**src/rtl/cpu_pkg.sv**
```systemverilog
// cpu_pkg: constants and types shared by the write-back stage and the fetch stage.
//   WB_*        bit indices into the memory-stage write-back control word
//   exc_state_t exception-sequencer state encoding
//   exc_cause_t exception cause encoding (0 = no exception)
//   VEC_*_ADDR  exception vector addresses
package cpu_pkg;
   localparam int WB_REGWRITE = 0;
   localparam int WB_MEMTOREG = 1;
   typedef logic [1:0] exc_state_t;
   localparam exc_state_t IDLE       = 2'd0;
   localparam exc_state_t EXC_FLUSH  = 2'd1;
   localparam exc_state_t EXC_VECTOR = 2'd2;
   typedef logic [1:0] exc_cause_t;
   localparam exc_cause_t EXC_NONE   = 2'b00;
   localparam exc_cause_t EXC_CAUSE0 = 2'b01;
   localparam exc_cause_t EXC_CAUSE1 = 2'b10;
   localparam exc_cause_t EXC_CAUSE2 = 2'b11;
   localparam logic [31:0] VEC_EXC0_ADDR = 32'h0000_0002;
   localparam logic [31:0] VEC_EXC1_ADDR = 32'h0000_0004;
   // Cause 01 has its own vector; both remaining causes share the second one.
   function automatic logic [31:0] exc_vector(input exc_cause_t c, input logic [31:0] v0, input logic [31:0] v1);
      return (c == EXC_CAUSE0) ? v0 : v1;
   endfunction
endpackage

```
**src/rtl/wb_exc_fsm.sv**
```systemverilog
// wb_exc_fsm: exception sequencer with EPC and cause capture.
//   clk, i_reset  clock, synchronous active-high reset
//   i_changeEPC   exception cause from the memory stage (0 = none)
//   i_pc          PC of the instruction in the memory stage
//   o_idle        sequencer is idle (no exception in progress)
//   o_flushPipe   flush request, high in EXC_FLUSH and EXC_VECTOR
//   o_vector      vector redirect strobe (EXC_VECTOR)
//   o_vectorPc    vector target for the latched cause
//   o_epc         captured exception PC
//   o_excCause    captured exception cause
module wb_exc_fsm
   import cpu_pkg::*;
#(
   parameter logic [31:0] VEC_EXC0 = VEC_EXC0_ADDR,
   parameter logic [31:0] VEC_EXC1 = VEC_EXC1_ADDR
) (
   input  logic        clk,
   input  logic        i_reset,
   input  logic [1:0]  i_changeEPC,
   input  logic [31:0] i_pc,
   output logic        o_idle,
   output logic        o_flushPipe,
   output logic        o_vector,
   output logic [31:0] o_vectorPc,
   output logic [31:0] o_epc,
   output logic [1:0]  o_excCause
);
   exc_state_t  state_q, state_d;
   logic [31:0] epc_q, epc_d;
   exc_cause_t  cause_q, cause_d;
   logic        capture;
   // A new cause is only accepted from IDLE; later ones are dropped so the
   // first EPC/cause survive until the handler has been vectored.
   always_comb begin
      capture = (state_q == IDLE) && (i_changeEPC != EXC_NONE);
      state_d = capture ? EXC_FLUSH : (state_q == EXC_FLUSH) ? EXC_VECTOR : IDLE;
      epc_d   = capture ? i_pc : epc_q;
      cause_d = capture ? i_changeEPC : cause_q;
   end
   always_ff @(posedge clk) begin
      if (i_reset) begin
         state_q <= IDLE;
         epc_q   <= '0;
         cause_q <= EXC_NONE;
      end else begin
         state_q <= state_d;
         epc_q   <= epc_d;
         cause_q <= cause_d;
      end
   end
   assign o_idle      = state_q == IDLE;
   assign o_flushPipe = (state_q == EXC_FLUSH) || (state_q == EXC_VECTOR);
   assign o_vector    = state_q == EXC_VECTOR;
   assign o_vectorPc  = o_vector ? exc_vector(cause_q, VEC_EXC0, VEC_EXC1) : '0;
   assign o_epc       = epc_q;
   assign o_excCause  = cause_q;
endmodule

```
**src/rtl/wb_stage.sv**
```systemverilog
// wb_stage: write-back stage; MEM/WB register, register-file write port,
// RET/RTI redirect decode and exception sequencing.
//   clk, i_reset            clock, synchronous active-high reset
//   i_stall, i_flush        hold / bubble the MEM/WB register
//   i_wb, i_rdst            write-back control and destination
//   i_aluData, i_memData    ALU result and memory word
//   i_isRet, i_isRti        instruction pops a return word
//   i_pc, i_changeEPC       faulting PC and exception cause
//   o_regWrite/o_rdst/o_wbData      register-file write port
//   o_redirect/o_redirectPc         one-cycle PC redirect
//   o_flagsLoad/o_flags             one-cycle flag restore (RTI)
//   o_flushPipe, o_epc, o_excCause  exception outputs
module wb_stage
   import cpu_pkg::*;
#(
   parameter int          REG_ADDR_W = 3,
   parameter logic [31:0] VEC_EXC0   = VEC_EXC0_ADDR,
   parameter logic [31:0] VEC_EXC1   = VEC_EXC1_ADDR
) (
   input  logic                  clk,
   input  logic                  i_reset,
   input  logic                  i_stall,
   input  logic                  i_flush,
   input  logic [1:0]            i_wb,
   input  logic [REG_ADDR_W-1:0] i_rdst,
   input  logic [15:0]           i_aluData,
   input  logic [31:0]           i_memData,
   input  logic                  i_isRet,
   input  logic                  i_isRti,
   input  logic [31:0]           i_pc,
   input  logic [1:0]            i_changeEPC,
   output logic                  o_regWrite,
   output logic [REG_ADDR_W-1:0] o_rdst,
   output logic [15:0]           o_wbData,
   output logic                  o_redirect,
   output logic [31:0]           o_redirectPc,
   output logic                  o_flagsLoad,
   output logic [3:0]            o_flags,
   output logic                  o_flushPipe,
   output logic [31:0]           o_epc,
   output logic [1:0]            o_excCause
);
   logic [1:0]            wb_q, wb_d;
   logic [REG_ADDR_W-1:0] rdst_q, rdst_d;
   logic [15:0]           alu_q, alu_d;
   logic [31:0]           mem_q, mem_d;
   logic                  ret_q, ret_d, rti_q, rti_d;
   logic                  fresh_q, fresh_d;
   logic                  exc_idle, exc_vector_s, kill, keep, ret_fire;
   logic [31:0]           exc_pc;
   wb_exc_fsm #(.VEC_EXC0(VEC_EXC0), .VEC_EXC1(VEC_EXC1)) u_exc (
      .clk(clk),
      .i_reset(i_reset),
      .i_changeEPC(i_changeEPC),
      .i_pc(i_pc),
      .o_idle(exc_idle),
      .o_flushPipe(o_flushPipe),
      .o_vector(exc_vector_s),
      .o_vectorPc(exc_pc),
      .o_epc(o_epc),
      .o_excCause(o_excCause)
   );
   // Exception bubbles outrank flush, which outranks stall. fresh_q marks the
   // first cycle an instruction sits in the register so a stalled RET/RTI
   // strobes only once.
   always_comb begin
      kill    = !exc_idle || (i_changeEPC != EXC_NONE) || i_flush;
      keep    = !kill && i_stall;
      wb_d    = kill ? 2'b00 : keep ? wb_q : i_wb;
      ret_d   = kill ? 1'b0 : keep ? ret_q : i_isRet;
      rti_d   = kill ? 1'b0 : keep ? rti_q : i_isRti;
      rdst_d  = keep ? rdst_q : i_rdst;
      alu_d   = keep ? alu_q : i_aluData;
      mem_d   = keep ? mem_q : i_memData;
      fresh_d = !keep;
   end
   always_ff @(posedge clk) begin
      if (i_reset) begin
         wb_q    <= '0;
         rdst_q  <= '0;
         alu_q   <= '0;
         mem_q   <= '0;
         ret_q   <= 1'b0;
         rti_q   <= 1'b0;
         fresh_q <= 1'b0;
      end else begin
         wb_q    <= wb_d;
         rdst_q  <= rdst_d;
         alu_q   <= alu_d;
         mem_q   <= mem_d;
         ret_q   <= ret_d;
         rti_q   <= rti_d;
         fresh_q <= fresh_d;
      end
   end
   assign ret_fire     = (ret_q || rti_q) && fresh_q && exc_idle;
   assign o_regWrite   = wb_q[WB_REGWRITE];
   assign o_rdst       = rdst_q;
   assign o_wbData     = wb_q[WB_MEMTOREG] ? mem_q[15:0] : alu_q;
   assign o_redirect   = exc_vector_s || ret_fire;
   assign o_redirectPc = exc_vector_s ? exc_pc : {4'b0, mem_q[27:0]};
   assign o_flagsLoad  = rti_q && fresh_q && exc_idle;
   assign o_flags      = mem_q[31:28];
endmodule

```
**config.mk**
```make
export PLATFORM = sky130hd
export DESIGN_NAME = wb_stage
export DESIGN_NICKNAME = d
export VERILOG_FILES = /design/src/rtl/cpu_pkg.sv /design/src/rtl/wb_exc_fsm.sv /design/src/rtl/wb_stage.sv
export SDC_FILE = /design/constraint.sdc
export NUM_CORES = 1
export LEC_CHECK = 0
export CAP_MARGIN = 30
export CORE_MARGIN = 2
export CORE_UTILIZATION = 45
export DETAILED_ROUTE_END_ITERATION = 12
export GPL_TIMING_DRIVEN = 1
export PLACE_DENSITY = 0.84
export SETUP_SLACK_MARGIN = 0.4
export SKIP_CTS_REPAIR_TIMING = 1
export SLEW_MARGIN = 20
export SYNTH_ARGS = -nofsm -noshare
export SYNTH_HDL_FRONTEND = slang
export SYNTH_SLANG_ARGS = --single-unit
```
**constraint.sdc**
```tcl
create_clock -name clk -period 3.7 [get_ports clk]
set_input_delay 0.555 -clock clk [delete_from_list [all_inputs] [get_ports clk]]
set_output_delay 0.555 -clock clk [all_outputs]
set_load 0.05 [all_outputs]
```
# After elaboration in Yosys (flattened, before gate mapping)
# Index checks and enable logic that the tools add are counted.
# totals
reg_bits	92
latchBits	0
mem_bits_rw	0
mem_bits_ro	0
inputBits	93
out_inout_bits	93
mem_count	0
# op_classes
n_addsub	0
mul	0
div_mod_pow	0
magnitude_cmp	0
n_eq_ne	3
n_shift	0
muxes	5
bitwise	0
reduce_logical	18
# op_table
op	n
32-bit two-way mux	1
16-bit two-way mux	1
1-bit logical AND	6
1-bit logical OR	5
2-bit by 1-bit == test with 1-bit output (second input constant)	2
2-bit OR reduction	2
1-bit logical NOT	3
3-bit two-way mux	1
2-bit == test (second input constant)	1
2-bit logical NOT	1
2-bit two-way mux	1
2-bit nonzero test	1
1-bit two-way mux	1

# Longest topological paths before layout
# logic_depth
depth_word	7
depth_mapped	7
mapped_depth_nobuf	5

# Hierarchy
# A second synthesis with hierarchy kept.
# hier_totals
hier_cells	488
hier_area_um2	4989.8
# by_module_without_submodules
module	n_inst	cells_each	area_each_um2
wb_stage	1	297	3109.2
wb_exc_fsm	1	191	1880.6

# Worst setup path after synthesis
# Ideal clock, no wire load.
# synth_timing
path_type	register -> output
from	register u_exc.state_q[0]
to	output o_redirectPc[1]
t_arrival_ps	1866
path_slack_ps	1279
stages_incl_launch_ff	5
path_cell_list	dfxtp_1 -> inv_1 -> ha_1 -> clkbuf_1 -> o21ai_0
# synth_between
elab_chain_len	2
# synth_rtl
item	line_no	text
start: declaration	wb_exc_fsm.sv:28	exc_state_t state_q, state_d;
start signal: assignment	wb_exc_fsm.sv:46	state_q <= state_d;
2-bit == test	wb_exc_fsm.sv:53	assign o_vector = state_q == EXC_VECTOR;
32-bit two-way mux	wb_stage.sv:101	assign o_redirectPc = exc_vector_s ? exc_pc : {4'b0, mem_q[27:0]};
end: declaration	wb_stage.sv:36	output logic [31:0] o_redirectPc,
# No other way between the ends.

# Final worst setup path
# layout_timing
from	register u_exc.state_q[0]
to	output o_redirect
# layout_between
elab_chain_len	3
word_cells_on_any_way	4
cone_classes	eq/ne: 1; reduce/logical: 3
# layout_rtl
item	line_no	text
2-bit logical NOT	wb_exc_fsm.sv:51	assign o_idle = state_q == IDLE;
1-bit logical AND	wb_stage.sv:96	assign ret_fire = (ret_q || rti_q) && fresh_q && exc_idle;
1-bit logical OR (*)	wb_stage.sv:100	assign o_redirect = exc_vector_s || ret_fire;
end: declaration	wb_stage.sv:35	output logic o_redirect,
# Mark *: on every way between the ends. The rest lies on a longest branch, timed or not.

==> metrics.yaml <==
vias: 3254
crit_path_end_kind: "output pin"
power.density_nw_per_um2: 402
synth_top_area_cell: "dfxtp_1"
synthCells: 385
ys.flop_type: "dfxtp_1"
crit_chain: "inv_1 > ha_1 > buf_4 > nand2b_1 > clkdlybuf4s50_1"
routed_via_density: 4.92
syn-mean-instance-area_um2: 10.6
hold_path.class: "reg -> reg"
clk_pin_slew_ps: 100
drt_iter0_markers: 86
dieArea_um2: 9840
synth_fa_ha_area_frac: 0.00920
grt_max_degree: 66
fin_crit_sh: 0.838
cts_tree: "built"
finClkSkew_ps: 11.2
yosysUniqueCellTypes: 26
irDropWorstVdd_mv: 0.180
ys_async_sr_fraction: 0
instances_no_fill: 661
rsz0062_at_grt: "false"
dpl.hpwl_um: 7240
dp_cells: 645
die_x_um: 99.2
grt_pass1_vias: 3331
synthMuxAreaShare: 0.169
cts_max_level: 3
drv_slew: 0
synth_simple_gate_area_frac: 0.213
hold_depth: 2
setup_viol: 0
synthXorXnorAreaFrac: 0
critPathLaunch: "u_exc.state_q[0]$_SDFF_PP0_"
firstDrtPassIters: 4
critPathArrivalTime_ps: 2550
gp_congestion: 0.749
regToRegStartpoint: "u_exc.state_q[0]$_SDFF_PP0_"
grt_pass1_wl_um: 16000
cp-start-kind: "flip-flop"
num_antenna_cells: 0
max_stage_delay_ps: 800
route.antenna.remaining_nets: 0
wl_um: 10100
ys_seq_area_frac: 0.452
drc: 0
cts_max_path_buffers: 2
post_drt_wl_per_cell_um: 15.2
cts_root_buf: "clkbuf_8"
tightest_slew_ps: 865
slew_headroom: 0.423
synth.cell_area_um2: 4080
tns_ps: 0
ys_ff_latch: 92
syn_to_final_growth_pct: 47.6
hold_viol_final: 0
synth_edf_count: 0
track_usage: 0.200
core.rowCount: 34
yosys-top-cells-area: "dfxtp_1 (45%), nand2b_1 (16%), mux2i_1 (13%)"
cts_buffers: 9
finalNetCount: 644
clk_latency_ps: 360
crit_path_top_delay_cell: "clkdlybuf4s50_1"
antenna_found_initial: 0
synth_top_family_by_area: "simple AND/OR/NAND/NOR gates"
critPathMaxFanout: 17
path_buf_inv: 3
fin_crit_ps: 3100
max_cap_viol_count: 0
synth_compound_area_frac: 0.0908
yosysWarnings: 0
synth_common_cells: "nand2b_1 (103), dfxtp_1 (92), mux2i_1 (51)"
criticalPathCategory: "reg -> out"
portBuffers: 181
synth_top_area_frac: 0.452
path_delay_family: "buffers and inverters"
ios: 186
total_power_w: 0.00242
start_util: 0.465
p_leak_nw: 2.28
overflow: 0
clock-sinks: 92
status: "complete, no violations"
max_freq_ghz: 0.322
drive_gt1_frac: 0.0850
cp.depth: 5
die_h_um: 99.2
worstHoldStart: "mem_q[19]$_SDFFE_PP0N_"
r2r_cells: 5
yosysMostFrequentCell: "nand2b_1"
core_region_area_um2: 8760
critPathRequiredTime_ps: 3140
[state kept, by name, indices dropped and copies added, names as in the netlist]
register          cells
mem_q                32
u_exc.o_epc          32
alu_q                16
o_rdst                3
u_exc.o_excCause      2
u_exc.state_q         2
wb_q                  2
fresh_q               1
ret_q                 1
rti_q                 1
[routing by layer]
layer  track usage  vias to the layer above  routed length, um  part of all wire
li1              -                     1607                  -                 -
met1         0.248                     1493               4390              0.44
met2         0.338                      132               4700              0.47
met3        0.0478                       22                756             0.075
met4        0.0780                        0                221             0.022
met5             0                        -                  0                 0
[kinds of logic (layout without fill, tap and decap cells)]
family,count (synthesis),count (layout)
adder cells (fa/ha/maj),3,3
flip-flops,92,92
other,1,4
AND/OR/NAND/NOR,138,138
buffers and inverters,42,207
multiplexers,67,67
AO/OA/AOI/OAI,42,42
[tightest hold or removal path, stage by stage (launching register included)]
cell and delay (ps):
dfxtp_1 320, nand2b_1 60, mux2i_1 60
[through the flow]
step,instance area [um2],setup slack [ps],hold WS (ps),util
2_1_floorplan,4090,1280,447,-
3_3_place_gp,5830,1030,458,0.666
3_5_place_dp,5830,951,462,0.666
4_1_cts,6020,546,481,0.687
5_1_grt,6020,470,498,0.687
6_report,6020,599,476,0.687
[worst paths after layout]
check                            to  slack [ps]
max                      o_redirect         600
min reg2reg  mem_q[19]$_SDFFE_PP0N_         480
min          mem_q[19]$_SDFFE_PP0N_         480
max reg2reg   mem_q[0]$_SDFFE_PP0N_        1730
[report_power, final]
group	total, W	internal [W]	switching, W
logic	0.000669	0.000286	0.000383
clock network	0.000656	0.000262	0.000393
registers	0.00110	0.00106	0.0000378
total	0.00242	0.00161	0.000815
[layout make-up]
type,count,area (um2)
Clock buffer,9,124
Clock inverter,7,65.1
Fill cell,703,2740
Inverter,4,15.0
Multi-Input combinational cell,254,1990
Sequential cell,92,1840
Tap cell,108,135
Timing Repair Buffer,187,1850
[placed cells by master (no fill, tap or decap)]
cell type / count
mux2_2: 16
nand2b_1: 103
clkbuf_8: 9
clkdlybuf4s50_1: 180
buf_2: 1
dfxtp_1: 92
inv_1: 4
and4b_4: 1
ha_1: 3
clkinvlp_4: 1
a22o_1: 34
inv_8: 2
nor2_2: 1
nand3b_1: 1
nor2_1: 2
mux2i_1: 51
and4bb_2: 1
o21a_1: 2
nor2b_2: 1
and2_1: 1
o221a_2: 4
nor2b_1: 26
clkinv_4: 1
conb_1: 4
o21ai_0: 1
o211ai_1: 1
and3_1: 1
buf_4: 6
inv_6: 3
(Power assumes the default switching activity.)
